--- src/rtl/mmm_rshift_acc.sv ---
// Montgomery partial-result accumulator: loads (rjo >> SHIFT) per enabled step over STEPS steps,
// flags nonzero shifted-out digits; MMM_FINAL_SUB_EN adds a registered final conditional subtract.
module mmm_rshift_acc #(
  parameter  int WIDTH = 8,
  parameter  int SHIFT = 1,
  parameter  int STEPS = 8,
  localparam int SW    = (STEPS > 1) ? $clog2(STEPS) : 1
) (
  input  logic             clk,
  input  logic             rstb,
  input  logic             rst_mmm_i,
  input  logic             start,
  input  logic             en,
  input  logic [WIDTH-1:0] rjo,
  input  logic [WIDTH-1:0] mod_i,
  output logic [WIDTH-1:0] reg_rji,
  output logic [SW-1:0]    step_o,
  output logic             busy,
  output logic             done,
  output logic             err,
  output logic [WIDTH-1:0] result_o,
  output logic [1:0]       state_o
);

  typedef enum logic [1:0] {
    S_IDLE = 2'd0,
    S_RUN  = 2'd1,
    S_SUB  = 2'd2,
    S_DONE = 2'd3
  } state_t;

  localparam logic [SW-1:0] LAST_STEP = SW'(STEPS - 1);

  // Either reset source clears everything asynchronously.
  logic clr_n;
  assign clr_n = rstb & rst_mmm_i;

  state_t           state_q, state_d;
  logic [WIDTH-1:0] acc_q, acc_d;
  logic [SW-1:0]    step_q, step_d;
  logic             err_q, err_d;

`ifdef MMM_FINAL_SUB_EN
  logic [WIDTH-1:0] res_q, res_d;
  localparam state_t LAST_NEXT = S_SUB;
`else
  localparam state_t LAST_NEXT = S_DONE;
`endif

  always_ff @(posedge clk or negedge clr_n) begin
    if (!clr_n) begin
      state_q <= S_IDLE;
      acc_q   <= '0;
      step_q  <= '0;
      err_q   <= 1'b0;
`ifdef MMM_FINAL_SUB_EN
      res_q   <= '0;
`endif
    end else begin
      state_q <= state_d;
      acc_q   <= acc_d;
      step_q  <= step_d;
      err_q   <= err_d;
`ifdef MMM_FINAL_SUB_EN
      res_q   <= res_d;
`endif
    end
  end

  // start pre-empts every state; en only matters in RUN.
  always_comb begin
    state_d = state_q;
    acc_d   = acc_q;
    step_d  = step_q;
    err_d   = err_q;
`ifdef MMM_FINAL_SUB_EN
    res_d   = res_q;
`endif
    if (start) begin
      state_d = S_RUN;
      acc_d   = '0;
      step_d  = '0;
      err_d   = 1'b0;
    end else begin
      case (state_q)
        S_RUN: begin
          if (en) begin
            acc_d = rjo >> SHIFT;
            if (rjo[SHIFT-1:0] != '0) err_d = 1'b1;
            if (step_q == LAST_STEP) state_d = LAST_NEXT;
            else                     step_d  = step_q + SW'(1);
          end
        end
`ifdef MMM_FINAL_SUB_EN
        S_SUB: begin
          res_d   = (acc_q >= mod_i) ? (acc_q - mod_i) : acc_q;
          state_d = S_DONE;
        end
`endif
        default: ;
      endcase
    end
  end

  assign reg_rji = acc_q;
  assign step_o  = step_q;
  assign err     = err_q;
  assign busy    = (state_q == S_RUN) || (state_q == S_SUB);
  assign done    = (state_q == S_DONE);
  assign state_o = state_q;

`ifdef MMM_FINAL_SUB_EN
  assign result_o = res_q;
`else
  assign result_o = acc_q;
  logic unused_mod;
  assign unused_mod = ^mod_i;
`endif

endmodule
--- config.mk ---
export PLATFORM = sky130hd
export DESIGN_NAME = mmm_rshift_acc
export DESIGN_NICKNAME = d
export VERILOG_FILES = /design/src/rtl/mmm_rshift_acc.sv
export SDC_FILE = /design/constraint.sdc
export NUM_CORES = 1
export LEC_CHECK = 0
export BUFFER_PORTS_ARGS = -buffer_cell sky130_fd_sc_hd__buf_4
export CAP_MARGIN = 20
export CORE_UTILIZATION = 40
export CTS_BUF_LIST = sky130_fd_sc_hd__clkbuf_4 sky130_fd_sc_hd__clkbuf_8
export CTS_CLUSTER_SIZE = 10
export DETAILED_ROUTE_END_ITERATION = 16
export GPL_ROUTABILITY_DRIVEN = 1
export PLACE_DENSITY = 0.74
export SKIP_LAST_GASP = 1
export SLEW_MARGIN = 20
export SYNTH_ARGS = -nofsm -noshare
export SYNTH_HDL_FRONTEND = slang
export SYNTH_SLANG_ARGS = --single-unit
--- constraint.sdc ---
create_clock -name clk -period 1.5 [get_ports clk]
set_input_delay 0.15 -clock clk [delete_from_list [all_inputs] [get_ports clk]]
set_output_delay 0.15 -clock clk [all_outputs]
set_load 0.01 [all_outputs]
==> results of run 1 <==
## cells in the mapped netlist (all sizes together)
| cell type | instances | area, um2 |
|---|---|---|
| and2 | 1 | 6.260 |
| nand2b | 4 | 25.02 |
| a31oi | 1 | 6.260 |
| clkbuf | 1 | 13.76 |
| a21oi | 8 | 40.04 |
| and3b | 1 | 12.51 |
| mux2 | 1 | 15.01 |
| ha | 4 | 50.05 |
| conb | 1 | 3.750 |
| dfrtp | 13 | 325.3 |
| buf | 13 | 102.6 |
| inv | 2 | 7.510 |
| nand2 | 1 | 3.750 |
| nor2 | 3 | 11.26 |
| nor2b | 1 | 6.260 |
| nand3 | 8 | 40.04 |
| a21bo | 7 | 70.07 |
| mux2i | 2 | 20.02 |
## state kept, by name, summed over array words and instances, names as in the netlist
register,flops
state_o,2
step_o,3
reg_rji,7
err,1
## where the power goes
part	switching [mW]	total (mW)	internal [mW]
logic	0.0675	0.163	0.0952
registers	0.0113	0.379	0.367
clock network	0.110	0.230	0.121
total	0.188	0.772	0.584
## logic make-up after synthesis
| kind of cell | count (synthesis) | share of synthesized area, % |
|---|---|---|
| and+or+nand+nor | 19 | 13.84 |
| DFF | 13 | 42.83 |
| muxes | 3 | 4.612 |
| AOI/OAI and AO/OA | 16 | 15.32 |
| other | 1 | 0.4938 |
| adders and majority gates | 4 | 6.590 |
| buffers and inverters | 16 | 16.31 |
## metal layers
metal  routed length (um)  global-route usage [%]
met1                  599                   16.21
met5                    0                       0
met3                   53                   3.571
met2                  782                   26.00
met4                   24                   9.091
## tightest hold or removal path: cells and delay by family
kind,cells,cell delay [ps]
AOI/OAI and AO/OA,1,50
buffers and inverters,1,110
and+or+nand+nor,1,50
## repair_timing
item	4_1_cts	5_1_grt
buffers inserted	0	1
setup endpoints to repair	0	2
endpoints found under the hold margin	13	0
hold buffers	2	0
## worst paths after layout
kind | endpoint | slack (ps) | from
worst max-delay path | step_o[0] | 50 | step_o[0]
worst min-delay path | reg_rji[1] | 130 | rjo[2]
worst max register to register | step_o[0] | 50 | step_o[0]
worst min register to register | err | 510 | err
max in group asynchronous | reg_rji[0] | 590 | rst_mmm_i
min in group asynchronous | step_o[2] | 520 | rstb
## per-stage QoR
stage | setup slack (ps) | instance area, um2 | util, % | cells | hold slack, ps
floorplan | 1.376 | 765.7 | - | 73 | 116.5
CTS | 42.02 | 1016 | 58.21 | 128 | 123.4
global placement | 59.47 | 965.9 | 55.34 | 122 | 272.1
finish | 49.34 | 1023 | 58.64 | 129 | 128.0
detailed placement | 55.53 | 965.9 | 55.34 | 122 | 281.8
global route | 3.432 | 1023 | 58.64 | 129 | 126.3
## layout by cell type, fill, tap and decap left out
master and count:
sky130_fd_sc_hd__ha_2 1, sky130_fd_sc_hd__a31oi_1 1, sky130_fd_sc_hd__a21bo_2 6, sky130_fd_sc_hd__ha_1 3, sky130_fd_sc_hd__a21bo_1 1, sky130_fd_sc_hd__nand2b_1 4
sky130_fd_sc_hd__inv_1 2, sky130_fd_sc_hd__nand2_1 1, sky130_fd_sc_hd__mux2i_1 2, sky130_fd_sc_hd__buf_4 39, sky130_fd_sc_hd__nand3_1 8, sky130_fd_sc_hd__mux2_4 1
sky130_fd_sc_hd__and3b_4 1, sky130_fd_sc_hd__conb_1 2, sky130_fd_sc_hd__nor2b_1 1, sky130_fd_sc_hd__dfrtp_1 13, sky130_fd_sc_hd__nor2_1 3, sky130_fd_sc_hd__dlygate4sd3_1 2
sky130_fd_sc_hd__a21oi_1 8, sky130_fd_sc_hd__clkbuf_4 4, sky130_fd_sc_hd__and2_1 1
## cell type report
type,count,area (um2),area share (%)
flip-flops and latches,13,325.3,31.78
multi-input cells,44,316.6,30.93
repair buffers,41,312.8,30.56
well taps,25,31.28,3.056
clock buffers,4,30.03,2.934
inverters,2,7.507,0.7335
==> flow_metrics.tcl, run 1 <==
set metrics [dict create \
    outcome "completed" \
    initial_core_utilization_pct 43.51 \
    worstPathRequired_ps 1660 \
    max_freq_mhz 689.3 \
    htreeDepth 1 \
    post_synth.cell_area_avg_um2 10.55 \
    cp.arrival_ps 1610 \
    final-hold-violation-count 0 \
    crit_fanout 2 \
    p_total_mw 0.7719 \
    drv_slew 0 \
    grt_use_total_pct 14.96 \
    cp-start-kind "register" \
    core_region_area_mm2 0.001745 \
    grt_setup_unrepaired "false" \
    synth.lib_cells_used.distinct 21 \
    global_route_wire_length_before_repair_mm 2.159 \
    n_antenna_cell 0 \
    residual_drc_count 0 \
    synth.cell_area_um2 759.5 \
    power_per_cell_area_mw_per_mm2 754.2 \
    cts-root-buf "sky130_fd_sc_hd__clkbuf_4" \
    placement_rows 15 \
    fill_cells 162 \
    design.die.area_mm2 0.002077 \
    final_min_period_over_clock_period_pct 96.71 \
    port_buffers 34 \
    post_cts.resized_instances 0 \
    clock-skew-final_ps 3.439 \
    layout.nets 130 \
    clock_insertion_delay_worst_skew_ps 270 \
    design.portCount 45 \
    cts.clk_slew.worst_paths_ps 80 \
    clkSinkCount 13 \
    routed_wl_mm 1.460 \
    crit_path_end_kind "register" \
    crit_buf_inv 0 \
    crit_slowest_cell "sky130_fd_sc_hd__dfrtp_1" \
    gp_routability_congestion 0.7011 \
    critical_path.top_delay_family "flip-flops" \
    chipWidth_um 45.58 \
    finalWorstPathRequiredPeriod_ps 1451 \
    areaGrowthSynthToFinish_pct 34.76 \
    drt-initial-drc-count 6 \
    number_of_setup_violations_in_the_final_report 0 \
    cpPeakStageDelay_ps 400 \
    leakage_power_nw 0.5241 \
    hpwlAfterDp_mm 1.019 \
    drt-pass1-iter-count 5 \
    via_count 602 \
    worstHoldPathCells 3 \
    via_per_inst 4.667 \
    ff2ff_path_depth 4 \
    numCtsBuffers 3 \
    setup.worst_path.class "register to register" \
    finalSetupTns_ps 0 \
    max-clock-path-buffers 2 \
    antenna_found_initial 0 \
    transition_time_of_the_tightest_slew_check_pin_ps 582.1 \
    postSynthCellCount 72 \
    worstHoldPathType "primary input to register" \
    routedWlPerCell_um 11.32 \
    cp_cell_sequence "ha_2, ha_1, and3b_4, mux2_4" \
    synth_sequential_area_ratio_pct 42.83 \
    grt_overflow 0 \
    ys_ff_latch 13 \
    antenna_left 0 \
    floorplan.die.height_um 45.58 \
    drv_cap 0 \
    cts_tree "built" \
    synth-warning-count 0 \
    maximum_number_of_pins_on_one_net_before_global_route_repair 18 \
    timing.slew.headroom_pct 61.19 \
    crit_cells 4 \
    vdd_ir_drop_max_mv 0.4475 \
    share_of_layout_cells_above_drive_strength_1_pct 50.00 \
    first_global_vias 512 \
]
Power figures use the tool's default switching activity.
==> inputs of run 2 (changes only) <==
--- a/config.mk
+++ b/config.mk
@@ -12,9 +12,10 @@
 export CTS_CLUSTER_SIZE = 10
 export DETAILED_ROUTE_END_ITERATION = 16
 export GPL_ROUTABILITY_DRIVEN = 1
-export PLACE_DENSITY = 0.74
+export PLACE_DENSITY = 0.77
 export SKIP_LAST_GASP = 1
 export SLEW_MARGIN = 20
 export SYNTH_ARGS = -nofsm -noshare
 export SYNTH_HDL_FRONTEND = slang
 export SYNTH_SLANG_ARGS = --single-unit
+export TNS_END_PERCENT = 1
==> flow_metrics.tcl, run 2 (synthesized netlist as in run 1, its figures left out) <==
set metrics [dict create \
    outcome "completed" \
    design.die.area_mm2 0.002077 \
    crit_path_end_kind "register" \
    timing.slew.headroom_pct 61.35 \
    most_common_cell_after_layout_fill_and_taps_aside "sky130_fd_sc_hd__buf_4" \
    placement_rows 15 \
    n_antenna_cell 0 \
    maximum_number_of_pins_on_one_net_before_global_route_repair 18 \
    clock_insertion_delay_worst_skew_ps 270 \
    hpwlAfterDp_mm 1.122 \
    largest_reg_flops 7 \
    first_global_vias 563 \
    via_count 604 \
    cts-root-buf "sky130_fd_sc_hd__clkbuf_4" \
    routed_wl_mm 1.506 \
    finalNonFillerCells 128 \
    htreeDepth 1 \
    transition_time_of_the_tightest_slew_check_pin_ps 579.7 \
    vdd_ir_drop_max_mv 0.4373 \
    floorplan.die.height_um 45.58 \
    top_usage_layer "met2" \
    multiInputGateArea_um2 319.1 \
    worstPathRequired_ps 1650 \
    max_freq_mhz 695.0 \
    drv_slew 0 \
    max-clock-path-buffers 2 \
    port_buffers 34 \
    groute.layer.met3.usage_pct 3.571 \
    power_per_cell_area_mw_per_mm2 757.2 \
    chipWidth_um 45.58 \
    finalSetupTns_ps 0 \
    residual_drc_count 0 \
    crit_fanout 2 \
    core_region_area_mm2 0.001745 \
    share_of_layout_cells_above_drive_strength_1_pct 50.49 \
    cp-start-kind "register" \
    r2r_slack_ps 60 \
    setup.worst_path.class "register to register" \
    grt_use_total_pct 16.21 \
    leakage_power_nw 0.5156 \
    drt-pass1-iter-count 4 \
    routedWlPerCell_um 11.77 \
    grt_setup_unrepaired "false" \
    cts_tree "built" \
    mostFrequentLayoutCells "sky130_fd_sc_hd__buf_4 (38), sky130_fd_sc_hd__dfrtp_1 (13), sky130_fd_sc_hd__nand3_1 (8), sky130_fd_sc_hd__a21oi_1 (8), sky130_fd_sc_hd__a21bo_2 (6)" \
    initial_core_utilization_pct 43.51 \
    antenna_left 0 \
    design.portCount 45 \
    number_of_setup_violations_in_the_final_report 0 \
    clkSinkCount 13 \
    drv_cap 0 \
    layout.nets 129 \
    areaGrowthSynthToFinish_pct 34.10 \
    global_route_wire_length_before_repair_mm 2.346 \
    fill_cells 157 \
    final_min_period_over_clock_period_pct 95.92 \
    gp_routability_congestion 0.6958 \
    numCtsBuffers 3 \
    cp.arrival_ps 1590 \
    grt_use_met2_pct 28.57 \
    cts.clk_slew.worst_paths_ps 80 \
    clock-skew-final_ps 9.431 \
    place.detailed.instances 122 \
    final_core_util_pct 58.35 \
    antenna_found_initial 0 \
    final-hold-violation-count 0 \
    via_per_inst 4.719 \
    drt-initial-drc-count 3 \
    grt_overflow 0 \
    cts_post_setup_buffers_inserted 0 \
    sequential_cell_area_um2 325.3 \
    worstHoldPathType "primary input to register" \
    use_met1_pct 17.71 \
    finalWorstPathRequiredPeriod_ps 1439 \
]
[run 2: path summary, 6_finish.rpt]
kind                                 from    endpoint  cells after the start
max in group asynchronous            rstb   step_o[0]                      3
worst min register to register        err         err                      2
worst max-delay path            step_o[1]   step_o[0]                      4
min in group asynchronous       rst_mmm_i         err                      3
worst min-delay path               rjo[4]  reg_rji[3]                      3
worst max register to register  step_o[1]   step_o[0]                      4
[run 2: area by class of cell]
cell class	instances	area share (%)
tap	25	3.071
timing repair buffer	40	29.98
sequential	13	31.94
inverter	2	0.7371
multi-input combinational	44	31.33
clock buffer	4	2.948
[run 2: timing repair]
item / in CTS / in global routing
hold buffers: 2 / 0
gates resized for setup: 0 / 1
endpoints found under the setup margin: 0 / 2
endpoints found under the hold margin: 13 / 0
[run 2: critical path, stage by stage (launching register included)]
cell and delay [ps]:
sky130_fd_sc_hd__dfrtp_1 390, sky130_fd_sc_hd__ha_2 180, sky130_fd_sc_hd__ha_2 170, sky130_fd_sc_hd__and3b_4 300, sky130_fd_sc_hd__mux2_4 290
[run 2: metrics by stage]
step / setup WS [ps] / power [mW] / instance area [um2] / hold WS, ps
5_1_grt: 4.340 / 0.8225 / 1018 / 113.8
3_3_place_gp: 57.69 / 0.5378 / 965.9 / 264.9
6_report: 61.14 / 0.7712 / 1018 / 125.2
3_5_place_dp: 45.00 / 0.5441 / 965.9 / 276.8
4_1_cts: 36.39 / 0.7830 / 1016 / 123.3
2_1_floorplan: 1.376 / 0.4798 / 765.7 / 116.5
[run 2: power breakdown]
| group | internal [mW] | switching (mW) | total [mW] |
|---|---|---|---|
| clock | 0.121 | 0.110 | 0.231 |
| combinational | 0.0927 | 0.0680 | 0.161 |
| sequential | 0.367 | 0.0117 | 0.379 |
| total | 0.581 | 0.190 | 0.771 |
[run 2: per-layer routing]
layer,wire (um),vias to the layer above
met4,19,0
met1,624,287
met2,796,22
li1,-,293
met3,66,2
met5,0,-
